## config.mk

```make
export PLATFORM = sky130hd
export DESIGN_NAME = fft_result_reorder
export DESIGN_NICKNAME = d
export VERILOG_FILES = /design/src/rtl/fft_result_reorder.sv
export SDC_FILE = /design/constraint.sdc
export NUM_CORES = 1
export LEC_CHECK = 0
export CAP_MARGIN = 20
export CELL_PAD_IN_SITES_DETAIL_PLACEMENT = 0
export CELL_PAD_IN_SITES_GLOBAL_PLACEMENT = 1
export CORE_ASPECT_RATIO = 0.75
export CORE_MARGIN = 4
export CORE_UTILIZATION = 50
export CTS_CLUSTER_SIZE = 20
export DETAILED_ROUTE_END_ITERATION = 8
export PLACE_DENSITY_LB_ADDON = 0.1
export RECOVER_POWER = 50
export SKIP_LAST_GASP = 1
export SYNTH_ARGS = -nofsm -noshare
export SYNTH_HDL_FRONTEND = slang
export SYNTH_SLANG_ARGS = --single-unit
export TNS_END_PERCENT = 20
```

## constraint.sdc

```tcl
create_clock -name clk -period 5.7 [get_ports clk]
set_input_delay 1.14 -clock clk [delete_from_list [all_inputs] [get_ports clk]]
set_output_delay 1.14 -clock clk [all_outputs]
set_load 0.02 [all_outputs]
```

## src/rtl/fft_result_reorder.sv

```systemverilog
// Ping-pong reorder buffer for a 16-point radix-2 FFT: accepts bit-reversed
// butterfly result pairs and re-emits the frame's 16 bins in natural order.
module fft_result_reorder (
   input  logic        clk,
   input  logic        rst,
   input  logic        in_en,
   input  logic [31:0] in_d0,
   input  logic [31:0] in_d1,
   output logic        in_ready,
   output logic        out_valid,
   input  logic        out_ready,
   output logic [31:0] out_data,
   output logic [3:0]  out_idx,
   output logic        out_last,
   output logic        err_ovf
);

   function automatic logic [3:0] bitrev4(input logic [3:0] x);
      return {x[0], x[1], x[2], x[3]};
   endfunction

   logic [31:0] mem_r [2][16];
   logic        wbank_r;
   logic [2:0]  wcnt_r;
   logic        rbank_r;
   logic [3:0]  rcnt_r;
   logic [1:0]  full_r;
   logic        err_ovf_r;

   logic        wr_acc_s;
   logic        rd_acc_s;
   logic [1:0]  full_nxt_s;

   assign in_ready  = ~full_r[wbank_r];
   assign out_valid = full_r[rbank_r];
   assign out_data  = full_r[rbank_r] ? mem_r[rbank_r][rcnt_r] : 32'h0000_0000;
   assign out_idx   = rcnt_r;
   assign out_last  = full_r[rbank_r] && (rcnt_r == 4'd15);
   assign err_ovf   = err_ovf_r;

   assign wr_acc_s  = in_en && ~full_r[wbank_r];
   assign rd_acc_s  = out_ready && full_r[rbank_r];

   // Bank-full flags; a same-cycle set and clear always hit different banks.
   always_comb begin
      full_nxt_s = full_r;
      if (rd_acc_s && (rcnt_r == 4'd15)) begin
         full_nxt_s[rbank_r] = 1'b0;
      end else begin
         full_nxt_s[rbank_r] = full_r[rbank_r];
      end
      if (wr_acc_s && (wcnt_r == 3'd7)) begin
         full_nxt_s[wbank_r] = 1'b1;
      end else begin
         full_nxt_s[wbank_r] = full_nxt_s[wbank_r];
      end
   end

   // Sample storage; contents deliberately survive reset.
   always_ff @(posedge clk) begin
      if (wr_acc_s) begin
         mem_r[wbank_r][bitrev4({wcnt_r, 1'b0})] <= in_d0;
         mem_r[wbank_r][bitrev4({wcnt_r, 1'b1})] <= in_d1;
      end
   end

   // Write/read pointers, bank flags and the sticky overflow flag.
   always_ff @(posedge clk or posedge rst) begin
      if (rst) begin
         wbank_r   <= 1'b0;
         wcnt_r    <= 3'd0;
         rbank_r   <= 1'b0;
         rcnt_r    <= 4'd0;
         full_r    <= 2'b00;
         err_ovf_r <= 1'b0;
      end else begin
         full_r <= full_nxt_s;
         if (wr_acc_s) begin
            wcnt_r <= wcnt_r + 3'd1;
            if (wcnt_r == 3'd7) begin
               wbank_r <= ~wbank_r;
            end
         end
         if (rd_acc_s) begin
            rcnt_r <= rcnt_r + 4'd1;
            if (rcnt_r == 4'd15) begin
               rbank_r <= ~rbank_r;
            end
         end
         if (in_en && full_r[wbank_r]) begin
            err_ovf_r <= 1'b1;
         end
      end
   end

endmodule
```

# After elaboration in Yosys (flattened, before gate mapping)
# Memories as Yosys holds them, arrays and structs flattened.
# Cells that the tools add are included.
# W data, S select, Z words.
# totals
reg_bits	12
mem_bits_rw	1024
inputBits	68
output_inout_bits	40
word_cells	1090
n_memories	1
# classes
n_addsub	2
order_cmp	9
n_eq_ne	2
n_mux	537
n_bitwise	521
n_reduce_logical	12
# mem_list
name	words	width	read_ports	rd_clocked_by_memory_dff	wr	line	text
mem_r	2	512	1	0	1	22	logic [31:0] mem_r [2][16];
# op_table
op	count
$mux W512	2
$mux W1	521
$or A1 B1 Y1	512
$demux W32 S4	2
$mux W32	5
$bmux W32 S4	1
$ge A5 B5 Y1 const B	3
$logic_and A1 B1 Y1	10
$lt A5 B1 Y1 const B	2
$not A4 Y5	2
$not A3 Y5	1
$add A4 B1 Y4 const B	1
$bwmux W2	2
$eq A4 B4 Y1 const B	1
$lt A1 B2 Y1 const B	2
$mux W2	2
$reduce_and A2 Y1	2
$add A3 B1 Y3 const B	1
$eq A3 B3 Y1 const B	1
$not A1 Y1	3
$and A2 B2 Y2	1
$demux W1 S1	2
$ge A1 B1 Y1 const B	2
$not A2 Y2	1
$or A2 B2 Y2	1

# Logic depth before layout (Yosys ltp)
# logic_depth
word_depth	11
depth_mapped	8
depth_no_buf	4

# Worst setup path before layout
# OpenSTA, ideal clock, no wires.
# synth_path
kind	input to register
startpoint	input in_en
endpoint	memory mem_r[0][128] (netlist name) (enable)
setup_ns	0.486
t_arrival_ns	4.535
t_required_ns	5.214
setup_slack_ns	0.678
path_stages	6
path_buffers	3
cell_sequence	and2_1 buf_4 buf_6 nand3_4 buf_6 nor2_1
# synth_via
elab_chain_cells	4
word_cells_on_any_way	5
cone_classes	mux: 3; bitwise: 1; reduce/logical: 1
# synth_rtl
element	line	text
from (decl)	6	input logic in_en,
$logic_and A1 B1 Y1 (*)	41	assign wr_acc_s = in_en && ~full_r[wbank_r];
$mux W1 (*)	61	if (wr_acc_s) begin
$mux W512, on equally long branches	62, 63	
$or A1 B1 Y1 (no source line) (*)	-	
to (decl)	22	
# Mark *: on every way between the ends. The rest lies on a longest branch, timed or not.

# Final worst setup path
# layout_path
startpoint	input in_en
endpoint	memory mem_r[0][268] (netlist name) (enable)
# The elaborated chain is that of the path after synthesis.

==> impl_metrics.csv <==
group,metric,value,unit
status,outcome,"finished, violations left",
status,failed_checks,"max-capacitance violations, max-slew violations",
floorplanning,rows,93,
critical_path,cp_cell_sequence,"dlygate4sd3_1 > and2_0 > nand2_1 > nor2_1 > buf_12",
power_and_ir_drop,power.density,460.2,nW/um^2
detailed_routing,wl_per_cell,31.34,microns
synth,synthTopCellsByCount,"edfxtp_1, mux2_2, mux4_2",
floorplanning,chipWidth,348.9,microns
final_layout,multi_input_area,11500,sq um
global_routing,grtUsageTotal,24.17,%
floorplanning,initial_core_util,50.61,%
final_layout,final_nets,2402,
clock_tree,cts_tree,"yes",
floorplanning,io_pins,108,
detailed_routing,firstDrtPassIters,7,
critical_path,critPathKind,"in2reg",
hold_path,min_from,"err_ovf",
synth,syn_inst,2176,
synth,yosys_warnings,0,
timing,tns,0,ns
floorplanning,die_area,91990,sq um
hold_path,min_path_type,"reg2reg",
global_routing,grt_max_degree,71,
floorplanning,core,86110,sq um
synth,syn_area,43580,sq um
critical_path,rr_worst_depth,5,
detailed_routing,antenna_left,0,
final_layout,finalCoreUtilization,56.90,%
synth,ys_ff_latch,1036,
detailed_routing,drt-total-wl,111300,microns
critical_path,reg2reg_from,"wbank_r",
critical_path,crit_required,6.01,ns
synth,synth_edf_count,1024,
detailed_routing,drc,0,
critical_path,reg2reg_to,"mem_r[0][268]",
critical_path,regToRegSetupSlack,0.51,ns
synth,synth_nets,2251,
critical_path,critPathMaxFanout,49,
clock_tree,cts-root-buf,"clkbuf_16",
hold_path,hold_path_end,"err_ovf",
critical_path,max_stage_delay,1.97,ns
timing,fmax,183.6,MHz
synth,synthArstFlopShare,1.158,%
detailed_routing,num_vias,22411,
power_and_ir_drop,ir_drop,0.5131,mV
synth,synth_cell_types,44,
critical_path,crit_path_start_kind,"input pin",
synth,synth_seq_area_share,71.25,%
placed_design,numPortBuffers,107,
critical_path,cp_slowest_cell,"nor2_1",
detailed_routing,first_iter_violations,2536,
global_routing,antenna_found_initial,5,
global_routing,overflow,0,
clock_tree,clkTransAtPathRegs,0.06,ns
timing,worst_pin_slew,3.130,ns
synth,ys_top_cells_by_area,"edfxtp_1, mux4_2, mux2_2",
detailed_routing,vias_per_cell,6.311,
clock_tree,numCtsBuffers,101,
synth,yosysMostFrequentCell,"edfxtp_1",
global_routing,grt_first_pass_wirelength,161500,microns
hold_path,min_path_cells,1,
clock_tree,holdBufCountCts,0,
clock_tree,ctsResizeCount,0,
timing,slew_headroom,-108.6,%
clock_tree,worst_skew_pair.late_latency,0.67,ns
final_layout,drive_gt1_share,26.23,%
placed_design,hpwl,60250,microns
timing,period_needed,5.446,ns
timing,finalSetupViolations,0,
critical_path,critPathCaptureType,"flip-flop",
critical_path,arrival,5.75,ns
timing,hold_viol,0,
final_layout,fillers,6525,
synth,ys.flop_type,"edfxtp_1",
flow_run,cap_violations,12,
floorplanning,die_h,263.7,microns
clock_tree,htreeDepth,3,
synth,synth.avg_cell_area,20.03,sq um
clock_tree,cts.path.max_buffers,3,
clock_tree,clkSinkCount,1036,
synth,yosys.area.top_type,"edfxtp_1",
timing,slew_violations,263,
timing,rsz0062_at_grt,"false",
final_layout,ff_latch_area,31060,sq um
placed_design,gp_congestion,0.7579,
final_layout,syn2layout_area_growth,12.42,%
global_routing,grt_pass1_vias,22954,
synth,synth_top_area_share,70.56,%
power_and_ir_drop,power_leakage,16.23,nW
clock_tree,cts_setup_buffers,0,
timing,finalCritPeriodShare,95.54,%
timing,finClkSkew,0.02039,ns
==> through the flow <==
step	area (sq um)	cells	hold WS [ns]	power (mW)	setup WS (ns)
floorplan	43580	2176	0.4661	13.91	0.6784
global placement	46270	3363	0.4622	16.52	1.217
detailed placement	46300	3364	0.4654	16.60	1.194
CTS	49340	3549	0.4836	22.84	0.4504
global route	48990	3550	0.4929	23.43	0.1925
finish	48990	3551	0.4759	22.55	0.2540
==> worst max-delay path: cells and delay by family <==
family,cells,cell delay (ns)
buf+inv,2,1.00
simple gates,3,3.52
==> state kept, by name, indices dropped and copies added (netlist names) <==
register and flops:
full_r 2, out_idx 4, mem_r 1024, err_ovf 1, wbank_r 1, wcnt_r 3, rbank_r 1
==> cells in the final DEF (no fill, tap or decap), types with 44 or more instances in the layout <==
| cell type | netlist | routed |
|---|---|---|
| mux2_1 | 11 | 113 |
| clkbuf_1 | 56 | 44 |
| clkbuf_16 | 0 | 103 |
| mux2_2 | 235 | 182 |
| mux2i_1 | 96 | 96 |
| edfxtp_1 | 1024 | 1024 |
| mux4_2 | 161 | 161 |
| buf_4 | 18 | 46 |
| mux2_4 | 109 | 60 |
| clkdlybuf4s50_1 | 0 | 72 |
==> worst max-delay path by stage <==
stage / start / to / cells after the start
CTS: out_idx[1] / out_data[17] / 6
floorplan: in_en / mem_r[0][128] / 6
global placement: out_idx[1] / out_data[17] / 6
detailed placement: out_idx[1] / out_data[17] / 6
finish: in_en / mem_r[0][268] / 5
global route: in_en / mem_r[0][10] / 5
==> power breakdown <==
part,leakage (nW),internal [mW],total (mW),switching (mW)
logic,5.38,2.99,7.08,4.09
registers,9.35,8.94,9.21,0.271
clock network,1.49,3.46,6.26,2.79
==> area by class of cell <==
type | instances | area share (%)
tap | 1140 | 2.911
clock buffer | 135 | 5.527
timing repair buffer | 189 | 3.915
clock inverter | 50 | 0.6742
multi-input combinational | 990 | 23.48
sequential | 1036 | 63.41
antenna | 2 | 0.01022
inverter | 9 | 0.07406
==> per-layer routing <==
metal	share of wire (%)	vias up	GRT usage, %
li1	-	9359	-
met5	0.020	-	0
met2	46	864	37.24
met4	1.8	4	4.799
met3	7.0	156	3.876
met1	45	12028	37.04
==> logic make-up after synthesis <==
family | Yosys count | synth area share (%)
buffers and inverters | 150 | 2.018
adders and majority gates | 7 | 0.2010
AOI/OAI and AO/OA | 198 | 3.655
DFF | 1036 | 71.25
muxes | 612 | 20.64
xor gates and xnor gates | 6 | 0.1206
and+or+nand+nor | 167 | 2.116
Note: power is estimated with default switching activity, not from simulation.
